$ cat src/rtl/sprf_core_if.sv
// sprf_core_if: wrapper-to-core bus carrying pointer selects, ops, load data and read-back.
interface sprf_core_if #(
    parameter int SPRF_DAT_W = 16,
    parameter int SPRF_TYP_W = 3
);
    logic                  t_cs;
    logic                  ipt_wrp_to_sprf0_r_sel;
    logic                  ipt_wrp_to_sprf1_r_sel;
    logic [SPRF_TYP_W-1:0] ipt_wrp_to_sprf_r0_typ_sel;
    logic [SPRF_TYP_W-1:0] ipt_wrp_to_sprf_r1_typ_sel;
    logic [SPRF_DAT_W-1:0] ipt_wrp_to_sprf_t_dat;
    logic [SPRF_DAT_W-1:0] opt_sprf_to_wrp_dat;
    logic [1:0]            opt_sprf_wrap;
    modport master (
        output t_cs, ipt_wrp_to_sprf0_r_sel, ipt_wrp_to_sprf1_r_sel,
               ipt_wrp_to_sprf_r0_typ_sel, ipt_wrp_to_sprf_r1_typ_sel, ipt_wrp_to_sprf_t_dat,
        input  opt_sprf_to_wrp_dat, opt_sprf_wrap
    );
    modport slave (
        input  t_cs, ipt_wrp_to_sprf0_r_sel, ipt_wrp_to_sprf1_r_sel,
               ipt_wrp_to_sprf_r0_typ_sel, ipt_wrp_to_sprf_r1_typ_sel, ipt_wrp_to_sprf_t_dat,
        output opt_sprf_to_wrp_dat, opt_sprf_wrap
    );
endinterface

$ cat src/rtl/sprf_core.sv
// sprf_core: two wrapping pointer registers with programmable limits, combinational read with op forwarding.
module sprf_core #(
    parameter int                    SPRF_DAT_W = 16,
    parameter int                    SPRF_TYP_W = 3,
    parameter int                    STRIDE     = 4,
    parameter logic [SPRF_DAT_W-1:0] LIM_RST    = '1
) (
    input logic        clk,
    input logic        reset_b,
    sprf_core_if.slave bus
);
    localparam int W = SPRF_DAT_W;
    localparam logic [SPRF_TYP_W-1:0] OP_LOAD  = SPRF_TYP_W'(1);
    localparam logic [SPRF_TYP_W-1:0] OP_INC   = SPRF_TYP_W'(2);
    localparam logic [SPRF_TYP_W-1:0] OP_DEC   = SPRF_TYP_W'(3);
    localparam logic [SPRF_TYP_W-1:0] OP_ADDS  = SPRF_TYP_W'(4);
    localparam logic [SPRF_TYP_W-1:0] OP_CLR   = SPRF_TYP_W'(5);
    localparam logic [SPRF_TYP_W-1:0] OP_LDLIM = SPRF_TYP_W'(6);

    logic [1:0][W-1:0] nxt;
    logic [1:0]        wrap_v;
    logic [1:0]        sel_now;

    assign sel_now = {bus.ipt_wrp_to_sprf1_r_sel, bus.ipt_wrp_to_sprf0_r_sel};

    for (genvar k = 0; k < 2; k++) begin : g_ptr
        logic [W-1:0]          idx_q, idx_d, lim_q, lim_d;
        logic                  wrap_q, wrap_d, sel_q, cmt, add_wr;
        logic [SPRF_TYP_W-1:0] op;
        logic [W:0]            inc_s, add_s;
        assign op     = (k == 0) ? bus.ipt_wrp_to_sprf_r0_typ_sel : bus.ipt_wrp_to_sprf_r1_typ_sel;
        assign cmt    = bus.t_cs & sel_q;
        // Sums kept one bit wider so limit compares and rollover see the true value
        assign inc_s  = {1'b0, idx_q} + (W+1)'(1);
        assign add_s  = {1'b0, idx_q} + (W+1)'(STRIDE);
        assign add_wr = add_s > {1'b0, lim_q};
        always_comb begin
            idx_d  = idx_q;
            lim_d  = lim_q;
            wrap_d = wrap_q;
            if (cmt) begin
                case (op)
                    OP_LOAD: begin
                        idx_d  = bus.ipt_wrp_to_sprf_t_dat;
                        wrap_d = 1'b0;
                    end
                    OP_INC: begin
                        idx_d  = (idx_q == lim_q) ? '0 : inc_s[W-1:0];
                        wrap_d = wrap_q | (idx_q == lim_q) | inc_s[W];
                    end
                    OP_DEC: begin
                        idx_d  = (idx_q == '0) ? lim_q : idx_q - W'(1);
                        wrap_d = wrap_q | (idx_q == '0);
                    end
                    OP_ADDS: begin
                        idx_d  = add_wr ? W'(add_s - ({1'b0, lim_q} + (W+1)'(1))) : add_s[W-1:0];
                        wrap_d = wrap_q | add_wr;
                    end
                    OP_CLR: begin
                        idx_d  = '0;
                        wrap_d = 1'b0;
                    end
                    OP_LDLIM: lim_d = bus.ipt_wrp_to_sprf_t_dat;
                    default: ;
                endcase
            end
        end
        always_ff @(posedge clk or negedge reset_b) begin
            if (!reset_b) begin
                idx_q  <= '0;
                lim_q  <= LIM_RST;
                wrap_q <= 1'b0;
                sel_q  <= 1'b0;
            end else if (bus.t_cs) begin
                idx_q  <= idx_d;
                lim_q  <= lim_d;
                wrap_q <= wrap_d;
                sel_q  <= sel_now[k];
            end
        end
        // idx_d already equals idx_q when nothing commits, so reading it forwards only real updates
        assign nxt[k]    = idx_d;
        assign wrap_v[k] = wrap_q;
    end

    assign bus.opt_sprf_wrap       = wrap_v;
    assign bus.opt_sprf_to_wrp_dat = sel_now[0] ? nxt[0] : sel_now[1] ? nxt[1] : '0;
endmodule

$ cat src/flat_wrapper.sv
// flat-port wrapper written by rule: the top's interface ports become plain ports
module sprf_core_flat 
#(
    parameter int                    SPRF_DAT_W = 16,
    parameter int                    SPRF_TYP_W = 3,
    parameter int                    STRIDE     = 4,
    parameter logic [SPRF_DAT_W-1:0] LIM_RST    = '1
)
  (clk, reset_b, bus_t_cs, bus_ipt_wrp_to_sprf0_r_sel, bus_ipt_wrp_to_sprf1_r_sel, bus_ipt_wrp_to_sprf_r0_typ_sel, bus_ipt_wrp_to_sprf_r1_typ_sel, bus_ipt_wrp_to_sprf_t_dat, bus_opt_sprf_to_wrp_dat, bus_opt_sprf_wrap);
  sprf_core_if #(.SPRF_DAT_W(SPRF_DAT_W), .SPRF_TYP_W(SPRF_TYP_W)) bus_i ();
  input logic clk;
  input logic reset_b;
  input wire logic [$bits(bus_i.t_cs)-1:0] bus_t_cs;
  input wire logic [$bits(bus_i.ipt_wrp_to_sprf0_r_sel)-1:0] bus_ipt_wrp_to_sprf0_r_sel;
  input wire logic [$bits(bus_i.ipt_wrp_to_sprf1_r_sel)-1:0] bus_ipt_wrp_to_sprf1_r_sel;
  input wire logic [$bits(bus_i.ipt_wrp_to_sprf_r0_typ_sel)-1:0] bus_ipt_wrp_to_sprf_r0_typ_sel;
  input wire logic [$bits(bus_i.ipt_wrp_to_sprf_r1_typ_sel)-1:0] bus_ipt_wrp_to_sprf_r1_typ_sel;
  input wire logic [$bits(bus_i.ipt_wrp_to_sprf_t_dat)-1:0] bus_ipt_wrp_to_sprf_t_dat;
  output wire logic [$bits(bus_i.opt_sprf_to_wrp_dat)-1:0] bus_opt_sprf_to_wrp_dat;
  output wire logic [$bits(bus_i.opt_sprf_wrap)-1:0] bus_opt_sprf_wrap;
  assign bus_i.t_cs = bus_t_cs;
  assign bus_i.ipt_wrp_to_sprf0_r_sel = bus_ipt_wrp_to_sprf0_r_sel;
  assign bus_i.ipt_wrp_to_sprf1_r_sel = bus_ipt_wrp_to_sprf1_r_sel;
  assign bus_i.ipt_wrp_to_sprf_r0_typ_sel = bus_ipt_wrp_to_sprf_r0_typ_sel;
  assign bus_i.ipt_wrp_to_sprf_r1_typ_sel = bus_ipt_wrp_to_sprf_r1_typ_sel;
  assign bus_i.ipt_wrp_to_sprf_t_dat = bus_ipt_wrp_to_sprf_t_dat;
  assign bus_opt_sprf_to_wrp_dat = bus_i.opt_sprf_to_wrp_dat;
  assign bus_opt_sprf_wrap = bus_i.opt_sprf_wrap;
  sprf_core #(.SPRF_DAT_W(SPRF_DAT_W), .SPRF_TYP_W(SPRF_TYP_W), .STRIDE(STRIDE), .LIM_RST(LIM_RST)) u_core (.clk(clk), .reset_b(reset_b), .bus(bus_i));
endmodule
$ cat config.mk
export PLATFORM = sky130hd
export DESIGN_NAME = sprf_core_flat
export DESIGN_NICKNAME = d
export VERILOG_FILES = /design/src/rtl/sprf_core_if.sv /design/src/rtl/sprf_core.sv /design/src/flat_wrapper.sv
export SDC_FILE = /design/constraint.sdc
export NUM_CORES = 1
export LEC_CHECK = 0
export CAP_MARGIN = 20
export CORE_MARGIN = 2
export CORE_UTILIZATION = 56
export DETAILED_ROUTE_END_ITERATION = 10
export MAX_ROUTING_LAYER = met4
export PLACE_DENSITY = 0.89
export SETUP_SLACK_MARGIN = 0.3
export SKIP_CTS_REPAIR_TIMING = 1
export SLEW_MARGIN = 5
export SYNTH_ARGS = -nofsm -noshare
export SYNTH_HDL_FRONTEND = slang
export SYNTH_SLANG_ARGS = --single-unit
export TNS_END_PERCENT = 100
$ cat constraint.sdc
create_clock -name clk -period 4.8 [get_ports clk]
set_input_delay 0.96 -clock clk [delete_from_list [all_inputs] [get_ports clk]]
set_output_delay 0.96 -clock clk [all_outputs]
set_load 0.01 [all_outputs]
==> summary.txt <==
Cells and area
  – Finished Layout Cells: 1,412
  – Nets: 1,301
  – Most common cell after layout, fill and taps aside: buf_4
  – Antenna diodes: 0
  – Number of fill cells: 805
  – End-of-flow core utilization: 0.768
  – Commonest non-fill, non-tap cells in the layout: buf_4, nand2_1, xnor2_1, a21oi_1, nor2_1
  – Area Growth Syn to Fin: 34.1%
  – Share of cells above drive strength 1: 0.308

Drt
  – Routed vias/inst: 7.22
  – DRC: 3
  – Drt pass-1 iters: 11
  – Vias after detailed routing: 10,200
  – WL/cell: 23.9 µm
  – Final wirelength: 33.8 mm
  – Initial DRC count: 1,801
  – Routed Antenna Nets: 0

Synthesis
  – Seq/Total Area, Yosys: 0.219
  – Mapped cell area: 7950 µm²
  – Synth warnings: 0
  – Avg Cell Area, Syn: 7.71 µm²
  – FF+latch count, synth: 68
  – Main synth FF type: dfrtp_1
  – Syn Inst Count: 1,031
  – Syn Nets: 1,105
  – Post-synth EDFFs: 0
  – Post-synth cell types: 74
  – Ys async rst share: 1.00

Worst setup path
  – Critical Path RT: 3.84 ns
  – Worst-case reg-to-reg path depth: 17
  – Startpoint Class: flop
  – Critical path arrival: 4.51 ns
  – Worst R2R Start: u_core.g_ptr[0].idx_q[6]$_DFFE_PN0P_
  – Worst R2R End: u_core.g_ptr[0].idx_q[6]$_DFFE_PN0P_
  – Worst-path fanout max: 6
  – FF-to-FF setup slack: 0.61 ns
  – CP endpoint kind: primary output
  – Critical path type: flop to primary output

Clock tree
  – Clock Latency Late Sink: 0.36 ns
  – Clk pin slew, worst setup/hold paths: 0.06 ns
  – Root buf cell: clkbuf_16
  – CTS Buf Count: 9
  – Clock tree buffer depth: 2
  – CTS tree: built
  – Clock sinks: 68
  – H-tree levels: 3

Timing
  – Hold WS: 0.548 ns
  – Endpoints failing setup: 16
  – Final period util: 1.14
  – Period minus WS final: 5.47 ns
  – Peak Freq: 183 MHz
  – Slew @ Worst Pin: 0.928 ns
  – Slew margin rel.: 0.382
  – Slew Limit Fails: 0
  – Final worst slack: -0.674 ns
  – Final Hold Viols: 0
  – RSZ-0062 raised after global routing: yes
  – Clk_skew: 0.00908 ns

Floorplan
  – Die Span Y: 123 µm
  – Row cnt: 43
  – Die area: 15,200 µm²
  – Core Footprint: 13,900 µm²
  – Initial Utilization: 0.573
  – Die Span X: 123 µm
  – IO Count: 45

Power
  – Static Leak: 4.60 nW
  – Pwr Density: 624 nW/µm²
  – Worst vdd ir: 0.536 mV
  – Total power: 6.65 mW

Global route
  – Initial antenna violation count: 0
  – Gr usage total: 0.407
  – Number of global-route vias before repair: 9,130
  – First-pass GRT wire length: 46.4 mm
  – Largest net degree at the start of global routing: 38
  – Remaining Overflow, GRT: 0

Run
  – # Max-Cap Violations: 0

Outcome
  – Failing checks: DRC, setup timing
  – Outcome: complete, but fails checks

Placement
  – Pre-CTS setup slack: -0.379 ns
  – Routability cong.: 1.12
  – PortBufs: 44
  – Dpl cells: 1,371
  – DP HPWL: 22.1 mm

Worst hold path
  – Worst min path class: flop to flop
  – Hold EP: u_core.g_ptr[0].sel_q$_DFFE_PN0P_
  – Worst Hold Path Cells: 1
  – Hold Path Origin: u_core.g_ptr[0].sel_q$_DFFE_PN0P_
[worst max-delay path, stage by stage, from the launching register on]
cell and delay, ns:
dfrtp_1 0.43, and3_4 0.24, nand3_4 0.12, buf_4 0.16, nor2_1 0.21, xor2_1 0.35, ha_1 0.20, nand3_1 0.07
or3_4 0.35, or4b_1 0.48, o31a_1 0.16, buf_6 0.16, mux2_4 0.33, a2111oi_4 0.38, a211oi_2 0.08, a22o_1 0.28
buf_2 0.15
[routing by layer]
layer  vias to the layer above  wire (µm)  global-route usage
met5                         -          0                   -
met4                         0       3510               0.282
met3                       420       4510               0.101
met2                      1029      14600               0.634
met1                      4575      11200               0.460
li1                       4166          -                   -
[per-stage QoR]
stage / cell area, µm² / setup TNS (ns)
detailed placement: 9850 / -4.18
finish: 10700 / -7.48
global placement: 9850 / -2.46
global route: 10700 / -8.02
CTS: 10100 / -10.62
floorplan: 8040 / 0
[cells by family after synthesis]
group           after synthesis  share of synthesized area
simple gates                326                      0.206
compound gates              306                      0.259
buf+inv                     138                     0.0697
xor+xnor                    115                      0.127
flops                        68                      0.219
fa+ha+maj                    47                     0.0758
mux                          31                     0.0431
[synth_stat cells (12+ instances only)]
| cell | number | area, µm² |
|---|---|---|
| nor3_1 | 28 | 140 |
| nand2_1 | 88 | 330 |
| nand4_1 | 31 | 194 |
| o211ai_1 | 12 | 90.1 |
| inv_1 | 63 | 236 |
| nor4_1 | 12 | 75.1 |
| dfstp_2 | 32 | 841 |
| a31oi_1 | 17 | 106 |
| xnor2_1 | 76 | 666 |
| xor2_1 | 39 | 342 |
| a21oi_1 | 74 | 370 |
| o21ai_0 | 71 | 355 |
| a221oi_1 | 20 | 175 |
| dfrtp_1 | 36 | 901 |
| nand3_1 | 28 | 140 |
| mux2_2 | 22 | 248 |
| ha_1 | 45 | 563 |
| clkbuf_1 | 53 | 199 |
| a211oi_1 | 19 | 143 |
| nor2_1 | 70 | 263 |
[report_power, final]
group	internal, mW	switching [mW]	leakage (nW)
clock	0.403	0.297	0.142
sequential	0.807	0.231	0.762
combinational	2.23	2.69	3.70
[registers in the layout, indices dropped and copies added, names as in the netlist]
name                 count
u_core.g_ptr.idx_q      32
u_core.g_ptr.lim_q      32
u_core.g_ptr.sel_q       2
u_core.g_ptr.wrap_q      2
[worst max-delay path by stage]
stage                                   to                                 start  slack [ns]
2_1_floorplan   bus_opt_sprf_to_wrp_dat[7]  u_core.g_ptr[0].idx_q[5]$_DFFE_PN0P_        0.24
3_3_place_gp   bus_opt_sprf_to_wrp_dat[15]  u_core.g_ptr[0].idx_q[2]$_DFFE_PN0P_       -0.25
3_5_place_dp   bus_opt_sprf_to_wrp_dat[15]  u_core.g_ptr[0].idx_q[3]$_DFFE_PN0P_       -0.38
4_1_cts        bus_opt_sprf_to_wrp_dat[15]  u_core.g_ptr[0].idx_q[2]$_DFFE_PN0P_       -0.83
5_1_grt         bus_opt_sprf_to_wrp_dat[7]  u_core.g_ptr[0].idx_q[3]$_DFFE_PN0P_       -0.67
6_report        bus_opt_sprf_to_wrp_dat[7]  u_core.g_ptr[0].idx_q[6]$_DFFE_PN0P_       -0.67
[layout make-up]
class | instances | area (µm²) | area share
clock buffer | 10 | 229 | 0.0215
clock inverter | 6 | 65.1 | 0.00610
inverter | 63 | 236 | 0.0222
multi-input combinational | 825 | 6090 | 0.571
sequential | 68 | 1740 | 0.163
tap | 180 | 225 | 0.0211
timing repair buffer | 260 | 2070 | 0.194
Power figures use the tool's default switching activity.
